==> src/rtl/monitor_pkg.sv <==
// Shared constants and state encodings for the UART byte-stream monitor.
package monitor_pkg;

  localparam logic [7:0] CMD_W = 8'h57;
  localparam logic [7:0] CMD_R = 8'h52;
  localparam logic [7:0] CMD_G = 8'h47;
  localparam logic [7:0] CMD_H = 8'h48;
  localparam logic [7:0] ACK   = 8'h06;
  localparam logic [7:0] NAK   = 8'h15;

  typedef enum logic [4:0] {
    S_IDLE,
    S_AH,
    S_AL,
    S_LH,
    S_LL,
    S_WDATA,
    S_WSTB,
    S_RADDR,
    S_RWAIT,
    S_RSEND,
    S_TXHOLD,
    S_TXWAIT,
    S_ACK,
    S_GO1,
    S_GO2,
    S_RUN
  } mon_state_t;

  typedef enum logic [1:0] {
    TX_IDLE,
    TX_HOLD,
    TX_WAIT
  } tx_state_t;

  // First bytes that open a command; anything else is answered with NAK.
  function automatic logic is_cmd(input logic [7:0] b);
    return (b == CMD_W) || (b == CMD_R) || (b == CMD_G);
  endfunction

endpackage

==> src/rtl/monitor_tx.sv <==
// UART transmit handshake: one tx_start pulse, one hold cycle while the
// transmitter raises busy, then wait for busy to drop.
import monitor_pkg::*;

module monitor_tx (
  input  logic       clk,
  input  logic       reset,
  input  logic       send_i,
  input  logic [7:0] data_i,
  input  logic       tx_busy_i,
  output logic       tx_start_o,
  output logic [7:0] tx_data_o,
  output logic       done_o
);

  tx_state_t  state_q;
  logic       tx_start_q;
  logic [7:0] tx_data_q;

  // Launch a byte only when the transmitter is idle, then track its busy window.
  always_ff @(posedge clk) begin
    if (reset) begin
      state_q    <= TX_IDLE;
      tx_start_q <= 1'b0;
      tx_data_q  <= 8'h00;
    end else begin
      tx_start_q <= 1'b0;
      case (state_q)
        TX_IDLE: begin
          if (send_i && !tx_busy_i) begin
            tx_start_q <= 1'b1;
            tx_data_q  <= data_i;
            state_q    <= TX_HOLD;
          end
        end
        // busy only rises the cycle after tx_start, so do not sample it yet
        TX_HOLD: state_q <= TX_WAIT;
        TX_WAIT: begin
          if (!tx_busy_i) state_q <= TX_IDLE;
        end
        default: state_q <= TX_IDLE;
      endcase
    end
  end

  assign tx_start_o = tx_start_q;
  assign tx_data_o  = tx_data_q;
  assign done_o     = (state_q == TX_WAIT) && !tx_busy_i;

endmodule

==> src/rtl/cpu_monitor.sv <==
// Byte-stream monitor between the UART and the CPU/program memory: loads and
// dumps memory, sets the CPU start address and runs the CPU until it halts.
//
// state   | meaning
// --------+-------------------------------------------------------------
// IDLE    | waiting for a command byte
// AH/AL   | collecting the 16-bit address (upper bits dropped)
// LH/LL   | collecting the 16-bit length
// WDATA   | waiting for the next write data byte
// WSTB    | mem_write strobe cycle, address advances afterwards
// RADDR   | mem_raddr presented
// RWAIT   | registered memory read in flight
// RSEND   | read data handed to the transmitter once it is idle
// TXHOLD  | tx_start cycle, busy not yet valid
// TXWAIT  | waiting for the transmitter to finish
// ACK     | sending ACK or NAK
// GO1/GO2 | start address settled, CPU still in reset
// RUN     | CPU owns memory until it reports halted
import monitor_pkg::*;

module cpu_monitor #(
  parameter int addr_width = 9
) (
  input  logic                  clk,
  input  logic                  reset,
  input  logic [7:0]            rx_data,
  input  logic                  rx_valid,
  output logic [7:0]            tx_data,
  output logic                  tx_start,
  input  logic                  tx_busy,
  output logic [addr_width-1:0] mem_raddr,
  input  logic [7:0]            mem_data_out,
  output logic [addr_width-1:0] mem_waddr,
  output logic [7:0]            mem_data_in,
  output logic                  mem_write,
  output logic                  mem_sel,
  output logic [addr_width-1:0] start_address,
  output logic                  cpu_reset,
  output logic                  cpu_halt,
  input  logic                  cpu_halted
);

  // Only the address-high bits that land inside the memory are kept;
  // supports addr_width from 9 to 16.
  localparam int AHW = addr_width - 8;
  localparam logic [addr_width-1:0] ADDR_ONE = 1;

  mon_state_t            state_q;
  logic [7:0]            cmd_q;
  logic [AHW-1:0]        ah_q;
  logic [7:0]            lh_q;
  logic [addr_width-1:0] addr_q;
  logic [15:0]           rem_q;
  logic [7:0]            ack_byte_q;
  logic                  tx_is_ack_q;
  logic [addr_width-1:0] mem_raddr_q;
  logic [addr_width-1:0] mem_waddr_q;
  logic [7:0]            mem_data_in_q;
  logic                  mem_write_q;
  logic [addr_width-1:0] start_address_q;
  logic                  cpu_reset_q;
  logic                  cpu_halt_q;
  logic                  mem_sel_q;

  logic [addr_width-1:0] addr_rx;
  logic [15:0]           len_rx;
  logic                  tx_send;
  logic [7:0]            tx_byte;
  logic                  tx_done;

  assign addr_rx = {ah_q, rx_data};
  assign len_rx  = {lh_q, rx_data};
  assign tx_send = (state_q == S_RSEND) || (state_q == S_ACK);
  assign tx_byte = (state_q == S_RSEND) ? mem_data_out : ack_byte_q;

  monitor_tx u_tx (
    .clk        (clk),
    .reset      (reset),
    .send_i     (tx_send),
    .data_i     (tx_byte),
    .tx_busy_i  (tx_busy),
    .tx_start_o (tx_start),
    .tx_data_o  (tx_data),
    .done_o     (tx_done)
  );

  // Command parser, memory access sequencing and CPU run control.
  always_ff @(posedge clk) begin
    if (reset) begin
      state_q         <= S_IDLE;
      cmd_q           <= 8'h00;
      ah_q            <= '0;
      lh_q            <= 8'h00;
      addr_q          <= '0;
      rem_q           <= 16'h0000;
      ack_byte_q      <= ACK;
      tx_is_ack_q     <= 1'b0;
      mem_raddr_q     <= '0;
      mem_waddr_q     <= '0;
      mem_data_in_q   <= 8'h00;
      mem_write_q     <= 1'b0;
      start_address_q <= '0;
      cpu_reset_q     <= 1'b1;
      cpu_halt_q      <= 1'b0;
      mem_sel_q       <= 1'b1;
    end else begin
      mem_write_q <= 1'b0;
      case (state_q)
        S_IDLE: begin
          if (rx_valid) begin
            if (is_cmd(rx_data)) begin
              cmd_q   <= rx_data;
              state_q <= S_AH;
            end else begin
              ack_byte_q <= NAK;
              state_q    <= S_ACK;
            end
          end
        end
        S_AH: begin
          if (rx_valid) begin
            ah_q    <= rx_data[AHW-1:0];
            state_q <= S_AL;
          end
        end
        S_AL: begin
          if (rx_valid) begin
            addr_q <= addr_rx;
            if (cmd_q == CMD_G) begin
              start_address_q <= addr_rx;
              state_q         <= S_GO1;
            end else begin
              state_q <= S_LH;
            end
          end
        end
        S_LH: begin
          if (rx_valid) begin
            lh_q    <= rx_data;
            state_q <= S_LL;
          end
        end
        S_LL: begin
          if (rx_valid) begin
            rem_q <= len_rx;
            if (len_rx == 16'h0000) begin
              ack_byte_q <= ACK;
              state_q    <= S_ACK;
            end else if (cmd_q == CMD_W) begin
              state_q <= S_WDATA;
            end else begin
              mem_raddr_q <= addr_q;
              state_q     <= S_RADDR;
            end
          end
        end
        S_WDATA: begin
          if (rx_valid) begin
            mem_waddr_q   <= addr_q;
            mem_data_in_q <= rx_data;
            mem_write_q   <= 1'b1;
            rem_q         <= rem_q - 16'd1;
            state_q       <= S_WSTB;
          end
        end
        S_WSTB: begin
          addr_q <= addr_q + ADDR_ONE;
          if (rem_q != 16'h0000) begin
            state_q <= S_WDATA;
          end else begin
            ack_byte_q <= ACK;
            state_q    <= S_ACK;
          end
        end
        S_RADDR: state_q <= S_RWAIT;
        S_RWAIT: state_q <= S_RSEND;
        S_RSEND: begin
          // the tx block accepts mem_data_out in this same cycle
          if (!tx_busy) begin
            rem_q       <= rem_q - 16'd1;
            addr_q      <= addr_q + ADDR_ONE;
            tx_is_ack_q <= 1'b0;
            state_q     <= S_TXHOLD;
          end
        end
        S_TXHOLD: state_q <= S_TXWAIT;
        S_TXWAIT: begin
          if (tx_done) begin
            if (tx_is_ack_q) begin
              state_q <= S_IDLE;
            end else if (rem_q != 16'h0000) begin
              mem_raddr_q <= addr_q;
              state_q     <= S_RADDR;
            end else begin
              ack_byte_q <= ACK;
              state_q    <= S_ACK;
            end
          end
        end
        S_ACK: begin
          if (!tx_busy) begin
            tx_is_ack_q <= 1'b1;
            state_q     <= S_TXHOLD;
          end
        end
        S_GO1: state_q <= S_GO2;
        S_GO2: begin
          cpu_reset_q <= 1'b0;
          mem_sel_q   <= 1'b0;
          state_q     <= S_RUN;
        end
        S_RUN: begin
          // halted wins over a coincident H byte
          if (cpu_halted) begin
            cpu_reset_q <= 1'b1;
            mem_sel_q   <= 1'b1;
            cpu_halt_q  <= 1'b0;
            ack_byte_q  <= ACK;
            state_q     <= S_ACK;
          end else if (rx_valid && (rx_data == CMD_H)) begin
            cpu_halt_q <= 1'b1;
          end
        end
        default: state_q <= S_IDLE;
      endcase
    end
  end

  assign mem_raddr     = mem_raddr_q;
  assign mem_waddr     = mem_waddr_q;
  assign mem_data_in   = mem_data_in_q;
  assign mem_write     = mem_write_q;
  assign mem_sel       = mem_sel_q;
  assign start_address = start_address_q;
  assign cpu_reset     = cpu_reset_q;
  assign cpu_halt      = cpu_halt_q;

endmodule
==> config.mk <==
export PLATFORM = sky130hd
export DESIGN_NAME = cpu_monitor
export DESIGN_NICKNAME = d
export VERILOG_FILES = /design/src/rtl/monitor_pkg.sv /design/src/rtl/monitor_tx.sv /design/src/rtl/cpu_monitor.sv
export SDC_FILE = /design/constraint.sdc
export NUM_CORES = 1
export LEC_CHECK = 0
export ABC_CLOCK_PERIOD_IN_PS = 7100
export BUFFER_PORTS_ARGS = -buffer_cell sky130_fd_sc_hd__buf_2
export CORE_MARGIN = 1.5
export CORE_UTILIZATION = 50
export DETAILED_ROUTE_END_ITERATION = 10
export GPL_TIMING_DRIVEN = 0
export PLACE_DENSITY = 0.74
export SETUP_SLACK_MARGIN = 0.4
export SYNTH_ARGS = -nofsm -noshare
export SYNTH_HDL_FRONTEND = slang
export SYNTH_SLANG_ARGS = --single-unit
export TNS_END_PERCENT = 20
==> constraint.sdc <==
create_clock -name clk -period 7.1 [get_ports clk]
set_input_delay 1.065 -clock clk [delete_from_list [all_inputs] [get_ports clk]]
set_output_delay 1.065 -clock clk [all_outputs]
set_load 0.01 [all_outputs]
==> results.toml, run 1 <==
[outcome]
status = "complete, no violations"

[placement]
port-buffer-count = 64
hpwl_um = 9870
placed_area_mm2 = 0.00519
place_congestion = 0.950
place_inst = 775

[sta]
fin_worst_skew_ns = 0.0117
finalSetupViolations = 0
worst_pin_slew_ns = 1.16
fmax_mhz = 354
hold_viol = 0
slew_headroom = 0.219
min_period_ns = 2.82
slew_violations = 0
fin_crit_sh = 0.398
rsz0062_at_grt = "no"
fin_setup_tns_ns = 0

[power]
pwr-share-seq = 0.387
ir_worst_vdd_mv = 0.199
combinationalPowerShare = 0.388
p_leak_nw = 2.11
p_sw_mw = 0.702
switching_share = 0.411
power.total_mw = 1.71
clkPwrFrac = 0.226
intPower_mw = 1.00
powerDensity_mw_per_mm2 = 316

[final_layout]
antenna_cells = 0
instances_no_fill = 791
fin_area_mm2 = 0.00540
nets = 699
syn2layout_area_growth_pct = 14.1
final_util = 0.587
layout-drive-gt1-share = 0.134

[floorplanning]
die_y_um = 100
pin_count = 69
dieArea_mm2 = 0.0101
coreArea_mm2 = 0.00920
row_count = 35
start_util = 0.515
die_width_um = 100

[synthesis]
ys_warn_count = 0
synth-seq-cells = 98
synth_most_common_cell = "dfxtp_1"
yosys-top-cells-count = "dfxtp_1 (98), nor2_1 (83), nand2_1 (75)"
yosysTopAreaCell = "dfxtp_1"
synth.area.top_cells = "dfxtp_1 (41%), mux2i_1 (7.0%), nor2_1 (6.6%)"
synth-seq-area-share = 0.414
synth_area_mm2 = 0.00474
ys.flop_type = "dfxtp_1"
syn_area_per_cell_um2 = 7.89
synth_top_area_share = 0.414
synthCells = 600
synthArstFlopShare = 0
synth_edf_count = 0
synth_fp_nets = 624
netlist-cell-type-count = 59

[worst_setup_path]
crit_type = "primary input to register"
crit_fanout = 8
required_ns = 7.34
cp-end-kind = "register"
arrival_ns = 3.06
startpoint_type = "primary input"

[cts]
clk_pin_slew_ns = 0.10
ctsResizeCount = 0
clock-root-buffer = "clkbuf_8"
clock_sinks = 98
clk-insertion-delay-late_ns = 0.37
cts_buffer_depth = 2
cts-buffers-inserted = 9
cts_htree_levels = 3
postCtsSetupBuffers = 0
cts_tree = "done"
hold_buffers = 0

[drt]
routedWlPerCell_um = 17.5
drtPass1Iterations = 6
viasPerCell = 5.95
postRouteAntennaNets = 0
vias = 4704
route.detailed.drc = 0
dr.first_iter.drc_count = 345
wl_um = 13900

[global_route]
grt_use_total = 0.280
gr-total-overflow = 0
antenna_found_initial = 0
grt_max_degree = 19
grt_pass1_vias = 4376
grt_pass1_wl_um = 22000

[hold_path]
worst_hold_path_type = "register to register"

[job]
cap_violations = 0
## cell type report
| type | instances | area [um2] |
|---|---|---|
| Clock inverter | 7 | 82.6 |
| Timing Repair Buffer | 64 | 320 |
| Sequential cell | 98 | 1960 |
| Tap cell | 111 | 139 |
| Buffer | 46 | 186 |
| Multi-Input combinational cell | 449 | 2560 |
| Fill cell | 896 | 3790 |
| Inverter | 7 | 26.3 |
| Clock buffer | 9 | 124 |
## stage by stage
step / setup WS, ns / hold slack, ns
after floorplan: 4.47 / 0.422
after global placement: 3.99 / 0.438
after detailed placement: 3.96 / 0.437
after CTS: 4.35 / 0.458
after global routing: 4.16 / 0.473
final: 4.28 / 0.457
## sequential cells by signal, summed over array words and instances (netlist names), 4 cells and up
| name | cells |
|---|---|
| mem_data_in | 8 |
| start_address | 9 |
| addr_q | 9 |
| mem_waddr | 9 |
| mem_raddr | 9 |
| state_q | 4 |
| cmd_q | 8 |
| lh_q | 8 |
| u_tx.tx_data_o | 8 |
| rem_q | 16 |
## cells in the final DEF (no fill, tap or decap), types with 7 or more instances in the layout
master    netlist  layout
nor4_1          8       8
nor3_1         26      26
dfxtp_1        98      98
a22oi_1         8       8
nand3_1        17      17
o21ai_0        35      35
mux2i_1        33      33
a21oi_1        48      48
buf_2           2      66
nand2b_1       21      21
nor2b_1         9       9
clkbuf_8        0       9
nor2_1         83      83
a211oi_1        7       7
nand2_1        75      75
clkbuf_1       38      38
## per-layer routing
metal  up-vias  global-route usage  wire length, um
li1       2260                   -                -
met1      2200               0.374             6050
met2       220               0.459             6400
met3        24              0.0599             1200
met4         0              0.0769              221
met5         -                   0                0
## worst max-delay path: stages
cell and delay [ns]:
clkbuf_1 0.44, nor3b_1 0.26, o2111ai_1 0.21, nor3_1 0.75
mux2i_1 0.27, nor2_1 0.06
## final timing paths
path / from / to / slack (ns) / cells past startpoint
worst max register to register: state_q[3] / addr_q[1] / 4.33 / 7
worst max-delay path: rx_data[4] / cmd_q[4] / 4.28 / 6
worst min-delay path: mem_waddr[3] / mem_waddr[3] / 0.46 / 2
worst min register to register: mem_waddr[3] / mem_waddr[3] / 0.46 / 2
## power groups by stage
stage,Clock [mW],Combinational (mW),Sequential [mW]
4_1_cts,0.393,0.645,0.658
3_5_place_dp,0,0.641,0.670
5_1_grt,0.408,0.726,0.668
2_1_floorplan,0,0.480,0.657
3_3_place_gp,0,0.633,0.668
6_report,0.385,0.661,0.660
## kinds of logic (layout without fill, tap and decap cells)
kind of cell / Yosys count / after routing / share of synthesized area
and+or+nand+nor: 273 / 273 / 0.280
buffers and inverters: 53 / 133 / 0.0449
muxes: 34 / 34 / 0.0721
xor gates and xnor gates: 2 / 2 / 0.00370
adders and majority gates: 3 / 3 / 0.00793
DFF: 98 / 98 / 0.414
AOI/OAI and AO/OA: 137 / 137 / 0.177
Power figures use the tool's default switching activity.
==> inputs of run 2 (changes only) <==
--- a/config.mk
+++ b/config.mk
@@ -5,13 +5,13 @@
 export SDC_FILE = /design/constraint.sdc
 export NUM_CORES = 1
 export LEC_CHECK = 0
-export ABC_CLOCK_PERIOD_IN_PS = 7100
+export ABC_CLOCK_PERIOD_IN_PS = 2350
 export BUFFER_PORTS_ARGS = -buffer_cell sky130_fd_sc_hd__buf_2
 export CORE_MARGIN = 1.5
 export CORE_UTILIZATION = 50
 export DETAILED_ROUTE_END_ITERATION = 10
 export GPL_TIMING_DRIVEN = 0
-export PLACE_DENSITY = 0.74
+export PLACE_DENSITY = 0.77
 export SETUP_SLACK_MARGIN = 0.4
 export SYNTH_ARGS = -nofsm -noshare
 export SYNTH_HDL_FRONTEND = slang
==> constraint.sdc (replaced) <==
create_clock -name clk -period 2.35 [get_ports clk]
set_input_delay 0.3525 -clock clk [delete_from_list [all_inputs] [get_ports clk]]
set_output_delay 0.3525 -clock clk [all_outputs]
set_load 0.01 [all_outputs]
==> results.toml, run 2 (synthesis results as in run 1) <==
[final_layout]
layout-drive-gt1-share = 0.234
largest_register_ffs = 16
final_cell_mix = "dfxtp_1 (94), nor2_1 (80), nand2_1 (73)"
fin_area_mm2 = 0.00579
final_common_cell = "dfxtp_1"
final_util = 0.629
nets = 715
fillers = 811
regMostFlops = "rem_q"
antenna_cells = 0
syn2layout_area_growth_pct = 22.2

[floorplanning]
dieArea_mm2 = 0.0101
start_util = 0.515
row_count = 35
die_width_um = 100
die_y_um = 100
coreArea_mm2 = 0.00920
pin_count = 69

[worst_setup_path]
startpoint_type = "register"
worst_r2r_endpoint = "ack_byte_q[0]"
regToRegStartpoint = "rem_q[8]"
crit_path_cell_trace = "buf_6 -> or4_4 -> or3_4 -> nor4_4 -> nor3_2 -> nor4_4 -> mux2_1"
critPathMaxStageDelay_ns = 0.53
required_ns = 2.62
crit_fanout = 6
r2r_cells = 7
cp_slowest_cell = "or4_4"
crit_type = "register to register"
ff2ff_setup_slack_ns = -0.03
arrival_ns = 2.65
crit_top_cell = "nor4_4"
cp-end-kind = "register"

[sta]
slew_violations = 0
rsz0062_at_grt = "yes"
worst_slack_ns = -0.0318
fmax_mhz = 420
fin_crit_sh = 1.01
slew_headroom = 0.450
min_period_ns = 2.38
fin_worst_skew_ns = 0.00725
finalSetupViolations = 1
worst_pin_slew_ns = 0.825
hold_viol = 0

[power]
p_leak_nw = 2.31
ir_worst_vdd_mv = 0.588
powerDensity_mw_per_mm2 = 989

[global_route]
gr-total-overflow = 0
grt_max_degree = 19
grt_pass1_wl_um = 23100
antenna_found_initial = 0
grt_use_total = 0.292
grt_pass1_vias = 4607

[cts]
clock-root-buffer = "clkbuf_8"
cts-buffers-inserted = 9
clk-insertion-delay-late_ns = 0.37
clock_sinks = 98
cts_htree_levels = 3
cts_buffer_depth = 2
clk_pin_slew_ns = 0.10
hold_buffers = 0
cts_tree = "done"

[drt]
viasPerCell = 6.10
route.detailed.drc = 0
routedWlPerCell_um = 18.3
dr.first_iter.drc_count = 375
drtPass1Iterations = 7
postRouteAntennaNets = 0
vias = 4922
wl_um = 14700

[outcome]
violations = "negative setup slack"
status = "complete, but fails checks"

[placement]
place_congestion = 0.919
placed_area_mm2 = 0.00519
port-buffer-count = 64
hpwl_um = 10100

[job]
cap_violations = 0

[hold_path]
hold_end = "u_tx.tx_data_o[7]"
worstHoldStart = "mem_data_out[7]"
whs_path_depth = 3
worst_hold_path_type = "primary input to register"
run 2: critical path, delay by kind of cell, from the launching register on:
| kind | cells | cell delay, ns |
|---|---|---|
| buffers and inverters | 1 | 0.12 |
| multiplexers | 1 | 0.35 |
| AND/OR/NAND/NOR | 5 | 1.47 |
| flip-flops | 1 | 0.33 |
run 2: metrics by stage:
stage	power (mW)	cells	setup TNS (ns)	hold WS (ns)	setup slack, ns
4_1_cts	5.21	794	-0.0634	0.220	-0.0634
6_report	5.72	807	-0.0318	0.230	-0.0318
5_1_grt	6.00	807	-0.184	0.224	-0.0776
3_3_place_gp	3.93	775	-3.22	0.437	-0.321
3_5_place_dp	3.97	775	-3.80	0.443	-0.399
2_1_floorplan	3.44	600	0	0.422	0.159
run 2: layout make-up:
cell class | instances | area, um2 | share of cell area
clock inverters | 6 | 56.3 | 0.00973
inverters | 7 | 26.3 | 0.00454
multi-input cells | 449 | 2750 | 0.476
well taps | 111 | 139 | 0.0240
plain buffers | 46 | 268 | 0.0463
clock buffers | 10 | 138 | 0.0238
flip-flops and latches | 98 | 1970 | 0.340
repair buffers | 80 | 440 | 0.0761
run 2: layer usage:
layer  part of all wire  GRT usage
met1               0.42      0.384
met2               0.48      0.477
met3              0.081     0.0557
met4              0.023      0.108
met5                  0          0
run 2: worst max path at each step:
stage	startpoint	end	cells past startpoint
after floorplan	rem_q[8]	ack_byte_q[0]	7
after global placement	state_q[3]	addr_q[1]	7
after detailed placement	state_q[3]	addr_q[1]	7
after CTS	rem_q[8]	ack_byte_q[0]	7
after global routing	rem_q[8]	ack_byte_q[0]	7
final	rem_q[8]	ack_byte_q[0]	7
run 2: power by group:
| group | internal (mW) | total, mW | switching (mW) |
|---|---|---|---|
| Combinational | 1.08 | 2.60 | 1.52 |
| Clock | 0.437 | 1.10 | 0.658 |
| Sequential | 1.83 | 2.03 | 0.202 |
| Total | 3.35 | 5.72 | 2.38 |
run 2: repair_timing:
action                                 CTS  global route
resized for setup                       44            65
pin swaps                                4             9
endpoints found under the hold margin    0             0
cloned                                   0             1
setup buffers                            3            12
setup endpoints to repair               85            85
==> inputs of run 3 (changes only) <==
--- a/config.mk
+++ b/config.mk
@@ -5,12 +5,11 @@
 export SDC_FILE = /design/constraint.sdc
 export NUM_CORES = 1
 export LEC_CHECK = 0
-export ABC_CLOCK_PERIOD_IN_PS = 2350
 export BUFFER_PORTS_ARGS = -buffer_cell sky130_fd_sc_hd__buf_2
 export CORE_MARGIN = 1.5
 export CORE_UTILIZATION = 50
+export CTS_BUF_LIST = sky130_fd_sc_hd__clkbuf_16
 export DETAILED_ROUTE_END_ITERATION = 10
-export GPL_TIMING_DRIVEN = 0
 export PLACE_DENSITY = 0.77
 export SETUP_SLACK_MARGIN = 0.4
 export SYNTH_ARGS = -nofsm -noshare
==> results.toml, run 3 (synthesis results as in run 1) <==
[worst_setup_path]
regToRegStartpoint = "rem_q[11]"
crit_buf_inv = 0
cp-end-kind = "register"
worst-path-stages = 6
worst_r2r_endpoint = "ack_byte_q[0]"
ff2ff_setup_slack_ns = 0.18
crit_path_cell_trace = "or4_4 -> or3_4 -> nor4_4 -> nor3_2 -> nor4_4 -> mux2_1"
r2r_cells = 6
crit_family = "simple AND/OR/NAND/NOR gates"
crit_top_cell = "nor4_4"
critPathMaxStageDelay_ns = 0.53
cp_slowest_cell = "or4_4"
arrival_ns = 2.40
startpoint = "rem_q[11]"
crit_fanout = 2
required_ns = 2.58
crit_type = "register to register"
startpoint_type = "register"
crit_path_end = "ack_byte_q[0]"

[global_route]
grt_max_degree = 42
use_met2 = 0.422
grt_pass1_vias = 4223
grt_use_total = 0.254
globalRouteMet3Util = 0.0522
met1_usage = 0.331
gr-total-overflow = 0
antenna_found_initial = 0
busiest_layer = "met2"
grt_pass1_wl_um = 20300

[placement]
place_congestion = 0.901
place_ws_ns = 0.0918
port-buffer-count = 68
place_inst = 762
hpwl_um = 8670
placed_area_mm2 = 0.00527

[drt]
wl_um = 12600
route.detailed.drc = 0
dr.first_iter.drc_count = 266
viasPerCell = 5.92
drtPass1Iterations = 5
routedWlPerCell_um = 16.1
postRouteAntennaNets = 0
vias = 4641

[cts]
clock-root-buffer = "clkbuf_16"
cts_htree_levels = 3
clk-insertion-delay-late_ns = 0.35
cts-buffers-inserted = 9
cts_tree = "done"
clock_sinks = 98
clk_pin_slew_ns = 0.07
cts_buffer_depth = 2
hold_buffers = 0

[power]
powerDensity_mw_per_mm2 = 1030
p_leak_nw = 2.30
power.total_mw = 5.89
ir_worst_vdd_mv = 0.628

[sta]
fin_worst_skew_ns = 0.0107
slew_headroom = 0.632
rsz0062_at_grt = "yes"
slew_violations = 0
finalSetupViolations = 0
fmax_mhz = 462
worst_pin_slew_ns = 0.553
hold_viol = 0
worst_slack_ns = 0.185
hold_ws_ns = 0.258
fin_setup_tns_ns = 0
fin_crit_sh = 0.921
min_period_ns = 2.17

[final_layout]
final_util = 0.620
antenna_cells = 0
nets = 692
fillers = 800
multiInputGateArea_mm2 = 0.00261
largest_register_ffs = 16
regMostFlops = "rem_q"
final_cell_mix = "dfxtp_1 (92), nor2_1 (82), nand2_1 (75)"
fin_area_mm2 = 0.00570
final_common_cell = "dfxtp_1"
layout.area.seq_mm2 = 0.00197
instances_no_fill = 784
syn2layout_area_growth_pct = 20.3
layout-drive-gt1-share = 0.204

[floorplanning]
die_y_um = 100
row_count = 35
coreArea_mm2 = 0.00920
die_width_um = 100
pin_count = 69
dieArea_mm2 = 0.0101
start_util = 0.515

[outcome]
status = "complete, no violations"

[job]
cap_violations = 0

[hold_path]
worst_hold_path_type = "primary input to register"
==> run 3: metal layers <==
metal	routed length, um	vias up
met5	0	-
met4	206	0
met3	706	19
met2	6060	169
met1	5630	2212
li1	-	2241
==> run 3: what timing repair did <==
| item | CTS | global route |
|---|---|---|
| gates resized for setup | 9 | 14 |
| endpoints found under the setup margin | 37 | 41 |
| pin swaps | 1 | 5 |
| setup buffers | 3 | 3 |
==> run 3: worst min path at each step <==
stage / start / end / slack (ns) / cells past startpoint
floorplan: cmd_q[7] / cmd_q[7] / 0.42 / 1
global placement: cmd_q[5] / cmd_q[5] / 0.43 / 1
CTS: cpu_halted / cpu_halt / 0.25 / 2
finish: mem_data_out[7] / u_tx.tx_data_o[7] / 0.26 / 3
detailed placement: cmd_q[7] / cmd_q[7] / 0.44 / 1
global route: cpu_halted / cpu_halt / 0.27 / 2
==> run 3: cell type report <==
class	count	share of cell area
sequential	98	0.347
clock inverter	7	0.0158
tap	111	0.0244
multi-input combinational	449	0.458
clock buffer	9	0.0395
inverter	7	0.00461
timing repair buffer	103	0.112
==> run 3: tightest hold or removal path: stages <==
cell     delay (ns)
buf_2          0.09
nand3_1        0.05
a21oi_1        0.06
==> run 3: power breakdown <==
part           switching, mW  internal, mW
sequential             0.257          1.83
clock                  0.713         0.858
combinational           1.25         0.977
total                   2.22          3.67
